$ cat src/rtl/tff_toggle_scheduler_if.sv
// Requester-side bundle for the shared toggle-flip-flop scheduler:
// per-requester burst requests in, grant/completion/toggle-enable out.
interface tff_toggle_scheduler_if #(
    parameter int NREQ  = 4,
    parameter int NTFF  = 8,
    parameter int CNT_W = 4
);
    localparam int IDX_W = $clog2(NTFF);
    localparam int OWN_W = $clog2(NREQ);

    logic [NREQ-1:0]       req;
    logic [NREQ*IDX_W-1:0] req_idx;
    logic [NREQ*CNT_W-1:0] req_cnt;
    logic                  abort;
    logic [NREQ-1:0]       gnt;
    logic [NREQ-1:0]       done;
    logic                  aborted;
    logic [NTFF-1:0]       t_en;
    logic                  busy;
    logic [OWN_W-1:0]      owner;

    modport master (
        output req, req_idx, req_cnt, abort,
        input  gnt, done, aborted, t_en, busy, owner
    );

    modport slave (
        input  req, req_idx, req_cnt, abort,
        output gnt, done, aborted, t_en, busy, owner
    );
endinterface

$ cat src/rtl/tff_toggle_scheduler.sv
// Round-robin scheduler sharing one bank of toggle flip-flops between requesters;
// each accepted burst drives one T-enable per clock, then pulses done.
module tff_toggle_scheduler #(
    parameter int NREQ  = 4,
    parameter int NTFF  = 8,
    parameter int CNT_W = 4
) (
    input  logic                  clk,
    input  logic                  rst_n,
    tff_toggle_scheduler_if.slave bus
);
    localparam int IDX_W = $clog2(NTFF);
    localparam int OWN_W = $clog2(NREQ);

    typedef enum logic [1:0] {IDLE, ISSUE, DONE} state_t;

    state_t           state_q, state_n;
    logic [OWN_W-1:0] ptr_q, ptr_n;
    logic [OWN_W-1:0] owner_q, owner_n;
    logic [IDX_W-1:0] idx_q, idx_n;
    logic [CNT_W-1:0] rem_q, rem_n;
    logic [NREQ-1:0]  gnt_q, gnt_n;
    logic [NREQ-1:0]  done_q, done_n;
    logic             aborted_q, aborted_n;
    logic [NTFF-1:0]  t_en_q, t_en_n;
    logic             busy_q, busy_n;

    logic [IDX_W-1:0] idx_arr [NREQ];
    logic [CNT_W-1:0] cnt_arr [NREQ];
    logic             win_found;
    logic [OWN_W-1:0] win_idx;
    logic [OWN_W-1:0] cand_idx;
    int unsigned      cand;

    for (genvar g = 0; g < NREQ; g++) begin : g_split
        assign idx_arr[g] = bus.req_idx[g*IDX_W +: IDX_W];
        assign cnt_arr[g] = bus.req_cnt[g*CNT_W +: CNT_W];
    end

    // First requesting index at or after the pointer, wrapping modulo NREQ.
    always_comb begin
        win_found = 1'b0;
        win_idx   = '0;
        cand      = 0;
        cand_idx  = '0;
        for (int unsigned k = 0; k < NREQ; k++) begin
            cand = 32'(ptr_q) + k;
            if (cand >= NREQ) cand = cand - NREQ;
            cand_idx = cand[OWN_W-1:0];
            if (!win_found && bus.req[cand_idx]) begin
                win_found = 1'b1;
                win_idx   = cand_idx;
            end
        end
    end

    always_comb begin
        state_n   = state_q;
        ptr_n     = ptr_q;
        owner_n   = owner_q;
        idx_n     = idx_q;
        rem_n     = rem_q;
        gnt_n     = '0;
        done_n    = '0;
        aborted_n = 1'b0;
        t_en_n    = '0;
        case (state_q)
            IDLE: begin
                if (win_found) begin
                    owner_n        = win_idx;
                    idx_n          = idx_arr[win_idx];
                    gnt_n[win_idx] = 1'b1;
                    state_n        = ISSUE;
                    // A zero-length burst spends its gnt cycle in ISSUE with t_en
                    // held low, so done lands exactly one cycle after gnt.
                    if (cnt_arr[win_idx] != '0) begin
                        t_en_n[idx_arr[win_idx]] = 1'b1;
                        rem_n = cnt_arr[win_idx] - 1'b1;
                    end else begin
                        rem_n = '0;
                    end
                end
            end
            ISSUE: begin
                if (t_en_q == '0 || rem_q == '0) begin
                    state_n         = DONE;
                    done_n[owner_q] = 1'b1;
                end else if (bus.abort) begin
                    state_n         = DONE;
                    done_n[owner_q] = 1'b1;
                    aborted_n       = 1'b1;
                end else begin
                    t_en_n[idx_q] = 1'b1;
                    rem_n         = rem_q - 1'b1;
                end
            end
            DONE: begin
                state_n = IDLE;
                ptr_n   = (owner_q == OWN_W'(NREQ - 1)) ? '0 : owner_q + 1'b1;
            end
            default: state_n = IDLE;
        endcase
        busy_n = (state_n != IDLE);
    end

    always_ff @(posedge clk or negedge rst_n) begin
        if (!rst_n) begin
            state_q   <= IDLE;
            ptr_q     <= '0;
            owner_q   <= '0;
            idx_q     <= '0;
            rem_q     <= '0;
            gnt_q     <= '0;
            done_q    <= '0;
            aborted_q <= 1'b0;
            t_en_q    <= '0;
            busy_q    <= 1'b0;
        end else begin
            state_q   <= state_n;
            ptr_q     <= ptr_n;
            owner_q   <= owner_n;
            idx_q     <= idx_n;
            rem_q     <= rem_n;
            gnt_q     <= gnt_n;
            done_q    <= done_n;
            aborted_q <= aborted_n;
            t_en_q    <= t_en_n;
            busy_q    <= busy_n;
        end
    end

    assign bus.gnt     = gnt_q;
    assign bus.done    = done_q;
    assign bus.aborted = aborted_q;
    assign bus.t_en    = t_en_q;
    assign bus.busy    = busy_q;
    assign bus.owner   = owner_q;
endmodule
$ cat src/flat_wrapper.sv
// flat-port wrapper written by rule: the top's interface ports become plain ports
module tff_toggle_scheduler_flat 
#(
    parameter int NREQ  = 4,
    parameter int NTFF  = 8,
    parameter int CNT_W = 4
)
  (clk, rst_n, bus_req, bus_req_idx, bus_req_cnt, bus_abort, bus_gnt, bus_done, bus_aborted, bus_t_en, bus_busy, bus_owner);
  tff_toggle_scheduler_if #(.NREQ(NREQ), .NTFF(NTFF), .CNT_W(CNT_W)) bus_i ();
  input  logic clk;
  input  logic rst_n;
  input wire logic [$bits(bus_i.req)-1:0] bus_req;
  input wire logic [$bits(bus_i.req_idx)-1:0] bus_req_idx;
  input wire logic [$bits(bus_i.req_cnt)-1:0] bus_req_cnt;
  input wire logic [$bits(bus_i.abort)-1:0] bus_abort;
  output wire logic [$bits(bus_i.gnt)-1:0] bus_gnt;
  output wire logic [$bits(bus_i.done)-1:0] bus_done;
  output wire logic [$bits(bus_i.aborted)-1:0] bus_aborted;
  output wire logic [$bits(bus_i.t_en)-1:0] bus_t_en;
  output wire logic [$bits(bus_i.busy)-1:0] bus_busy;
  output wire logic [$bits(bus_i.owner)-1:0] bus_owner;
  assign bus_i.req = bus_req;
  assign bus_i.req_idx = bus_req_idx;
  assign bus_i.req_cnt = bus_req_cnt;
  assign bus_i.abort = bus_abort;
  assign bus_gnt = bus_i.gnt;
  assign bus_done = bus_i.done;
  assign bus_aborted = bus_i.aborted;
  assign bus_t_en = bus_i.t_en;
  assign bus_busy = bus_i.busy;
  assign bus_owner = bus_i.owner;
  tff_toggle_scheduler #(.NREQ(NREQ), .NTFF(NTFF), .CNT_W(CNT_W)) u_core (.clk(clk), .rst_n(rst_n), .bus(bus_i));
endmodule
$ cat config.mk
export PLATFORM = sky130hd
export DESIGN_NAME = tff_toggle_scheduler_flat
export DESIGN_NICKNAME = d
export VERILOG_FILES = /design/src/rtl/tff_toggle_scheduler_if.sv /design/src/rtl/tff_toggle_scheduler.sv /design/src/flat_wrapper.sv
export SDC_FILE = /design/constraint.sdc
export NUM_CORES = 1
export LEC_CHECK = 0
export ABC_AREA = 1
export CAP_MARGIN = 20
export CORE_MARGIN = 10
export CORE_UTILIZATION = 45
export CTS_CLUSTER_SIZE = 10
export DETAILED_ROUTE_END_ITERATION = 12
export PLACE_DENSITY = 0.83
export SLEW_MARGIN = 40
export SYNTH_ARGS = -nofsm -noshare
export SYNTH_HDL_FRONTEND = slang
export SYNTH_SLANG_ARGS = --single-unit
$ cat constraint.sdc
create_clock -name clk -period 2.7 [get_ports clk]
set_input_delay 0.54 -clock clk [delete_from_list [all_inputs] [get_ports clk]]
set_output_delay 0.54 -clock clk [all_outputs]
set_load 0.05 [all_outputs]
==> impl_metrics.sql <==
INSERT INTO impl_metrics (metric_group, metric, value, unit) VALUES
('timing', 'setup-violations-final', '0', ''),
('clock_tree', 'cts.root.buffer_cell', 'sky130_fd_sc_hd__clkbuf_8', ''),
('yosys', 'ys_types', '29', ''),
('yosys', 'synth.yosys.warnings', '0', ''),
('setup_path', 'critical_path_arrival', '2590', 'ps'),
('cells_and_area', 'syn2layout_area_growth', '34.1', '%'),
('timing', 'fin_ws', '276', 'ps'),
('floorplan', 'die_height', '88.3', 'µm'),
('timing', 'hold_violation_total_from_the_final_report', '0', ''),
('setup_path', 'timing.setup.critical_path_class', 'input pin to flop', ''),
('yosys', 'sequential_fraction_of_the_synthesis_area', '0.369', ''),
('detailed_routing', 'detail_route.wirelength', '5090', 'µm'),
('floorplan', 'fp.coreArea', '0.00444', 'mm²'),
('placement', 'gp_routability_congestion', '0.892', ''),
('floorplan', 'initial_core_util', '0.472', ''),
('cells_and_area', 'antenna_cells_inserted', '0', ''),
('timing', 'worst_margin_pin_slew', '555', 'ps'),
('timing', 'final.period_utilization', '0.898', ''),
('timing', 'achievable-frequency', '412', 'MHz'),
('flow_run', 'max_cap_violations', '0', ''),
('cells_and_area', 'multi_input_area', '0.00115', 'mm²'),
('clock_tree', 'maximum_root_to_sink_buffer_count', '2', ''),
('yosys', 'synth_fp_nets', '329', ''),
('setup_path', 'critPathMaxFanout', '14', ''),
('cells_and_area', 'final_net_count', '396', ''),
('detailed_routing', 'viasPerCell', '4.81', ''),
('floorplan', 'rows', '24', ''),
('setup_path', 'crit_required', '2870', 'ps'),
('clock_tree', 'cts_tree', 'done', ''),
('floorplan', 'die_area', '0.00780', 'mm²'),
('yosys', 'syn_area', '0.00210', 'mm²'),
('clock_tree', 'post-cts-setup-buffers', '0', ''),
('clock_tree', 'ctsResizeCount', '0', ''),
('setup_path', 'cp-start-kind', 'input pin', ''),
('clock_tree', 'worstSkewPairLatency', '280', 'ps'),
('detailed_routing', 'dr_total_vias', '1967', ''),
('detailed_routing', 'antenna_violating_nets_post_route', '0', ''),
('placement', 'place_area', '0.00274', 'mm²'),
('cells_and_area', 'final.fill_count', '392', ''),
('grt', 'grt_max_degree', '32', ''),
('clock_tree', 'clock_sinks', '31', ''),
('grt', 'grt_first_pass_wirelength', '8560', 'µm'),
('cells_and_area', 'final-seq-area', '776', 'µm²'),
('grt', 'grt_residual_overflow', '0', ''),
('outcome', 'run_status', 'completed', ''),
('setup_path', 'endpoint_kind', 'flop', ''),
('cells_and_area', 'final_design_area_no_fill', '0.00282', 'mm²'),
('min_path', 'hold_path_class', 'flop to flop', ''),
('grt', 'grt_usage', '0.136', ''),
('timing', 'final_count_of_pins_violating_max_slew', '0', ''),
('timing', 'final.setup_skew', '3.75', 'ps'),
('placement', 'dp_hpwl', '4180', 'µm'),
('floorplan', 'die_x', '88.3', 'µm'),
('detailed_routing', 'drcViolationCount', '0', ''),
('clock_tree', 'hold_buffers', '0', ''),
('clock_tree', 'clk_transition_reported_paths', '60', 'ps'),
('cells_and_area', 'instances_no_fill', '409', ''),
('grt', 'first_global_vias', '1902', ''),
('cells_and_area', 'post-route-util', '0.634', ''),
('clock_tree', 'numCtsBuffers', '5', ''),
('timing', 'final_critical_period', '2420', 'ps'),
('placement', 'preCtsSetupSlack', '-24.5', 'ps'),
('grt', 'antenna_violations_before_repair', '0', ''),
('timing', 'slew-limit-headroom', '0.629', ''),
('placement', 'io_buffer_count', '54', ''),
('timing', 'rsz0062_at_grt', 'no', ''),
('detailed_routing', 'detail_route.first_pass.iterations', '4', ''),
('cells_and_area', 'layout-drive-gt1-share', '0.165', ''),
('placement', 'dpl.cell_count', '401', ''),
('detailed_routing', 'detail_route.iter0.violations', '91', ''),
('floorplan', 'io_pins', '55', ''),
('yosys', 'netlist_instances', '289', ''),
('yosys', 'syn_area_per_cell', '7.26', 'µm²'),
('clock_tree', 'htree_num_levels', '2', ''),
('detailed_routing', 'route.detailed.wl_per_inst', '12.4', 'µm'),
('yosys', 'ys_seq_elements', '31', '');
layout by cell type, fill, tap and decap left out, drive strengths merged, types with 7 or more instances in the layout:
cell type	n
dfrtp	31
nand4	10
o21ai	14
nor2	33
nand3	20
a21oi	9
clkdlybuf4s50	54
clkbuf	7
buf	9
inv	37
nand2	117
cells by family after synthesis:
family,synth area share
buffers and inverters,0.0840
adders and majority gates,0.0298
AOI/OAI and AO/OA,0.0685
DFF,0.369
and+or+nand+nor,0.448
critical path, cell delays in order:
cell	delay [ps]
sky130_fd_sc_hd__clkdlybuf4s50_1	420
sky130_fd_sc_hd__inv_1	90
sky130_fd_sc_hd__nand2_2	60
sky130_fd_sc_hd__nand3_2	110
sky130_fd_sc_hd__nand2_4	80
sky130_fd_sc_hd__inv_1	110
sky130_fd_sc_hd__nand2_2	80
sky130_fd_sc_hd__nand2_4	100
sky130_fd_sc_hd__nand3_4	160
sky130_fd_sc_hd__nand2_1	110
sky130_fd_sc_hd__nand2_1	50
sky130_fd_sc_hd__nand2_1	50
sky130_fd_sc_hd__nand2_1	100
sky130_fd_sc_hd__nor2_2	200
sky130_fd_sc_hd__nand3_4	150
sky130_fd_sc_hd__nand3_1	120
sky130_fd_sc_hd__nand2_1	60
per-stage QoR:
| stage | setup TNS, ps | hold WS (ps) |
|---|---|---|
| after floorplan | 0 | 244 |
| after CTS | 0 | 527 |
| final | 0 | 527 |
| after global placement | 0 | 498 |
| after global routing | 0 | 580 |
| after detailed placement | -112 | 509 |
state kept, by name, indices dropped and copies added, names as in the netlist:
signal	cells
u_core.bus.busy	1
u_core.bus.done	4
u_core.bus.aborted	1
u_core.rem_q	4
u_core.ptr_q	2
u_core.idx_q	3
u_core.state_q	2
u_core.bus.t_en	8
u_core.bus.owner	2
u_core.bus.gnt	4
metal layers:
layer,share of wire,vias to the layer above,wire length [µm],GRT usage
met5,0,-,0,0
met4,0.015,0,77,0.0617
met3,0.070,6,356,0.0423
met2,0.48,58,2460,0.230
met1,0.43,852,2200,0.154
li1,-,1051,-,-
Yosys cell counts, drive strengths merged:
cell type / count / area share
nor2: 33 / 0.075
nand2: 117 / 0.24
or2: 2 / 0.0060
nand4: 10 / 0.033
dfrtp: 31 / 0.37
o21ai: 14 / 0.039
nor4: 2 / 0.0060
nand3: 20 / 0.075
nand3b: 2 / 0.0071
o31ai: 1 / 0.0036
a21oi: 9 / 0.023
nor3: 2 / 0.0048
buf: 3 / 0.018
a31oi: 1 / 0.0030
inv: 37 / 0.066
ha: 5 / 0.030
path summary, 6_finish.rpt:
kind | endpoint | slack (ps) | cells after the start | start
min | u_core.rem_q[1]$_DFFE_PN0P_ | 530 | 2 | u_core.rem_q[1]$_DFFE_PN0P_
max reg2reg | u_core.bus.t_en[0]$_DFF_PN0_ | 300 | 16 | u_core.ptr_q[0]$_DFFE_PN0N_
min in group asynchronous | u_core.ptr_q[1]$_DFFE_PN0N_ | 640 | 2 | rst_n
max in group asynchronous | u_core.idx_q[0]$_DFFE_PN0P_ | 1780 | 2 | rst_n
max | u_core.bus.t_en[0]$_DFF_PN0_ | 280 | 17 | bus_req[3]
min reg2reg | u_core.rem_q[1]$_DFFE_PN0P_ | 530 | 2 | u_core.rem_q[1]$_DFFE_PN0P_
final cells by class:
cell class / count / share of cell area
Sequential cell: 31 / 0.275
Multi-Input combinational cell: 218 / 0.407
Clock inverter: 1 / 0.00178
Timing Repair Buffer: 63 / 0.216
Inverter: 37 / 0.0493
Tap cell: 52 / 0.0231
Clock buffer: 7 / 0.0271
Power is left out: the tool's default activity adds up to more than one toggle a clock period on the data nets, which glitch-free logic cannot reach.
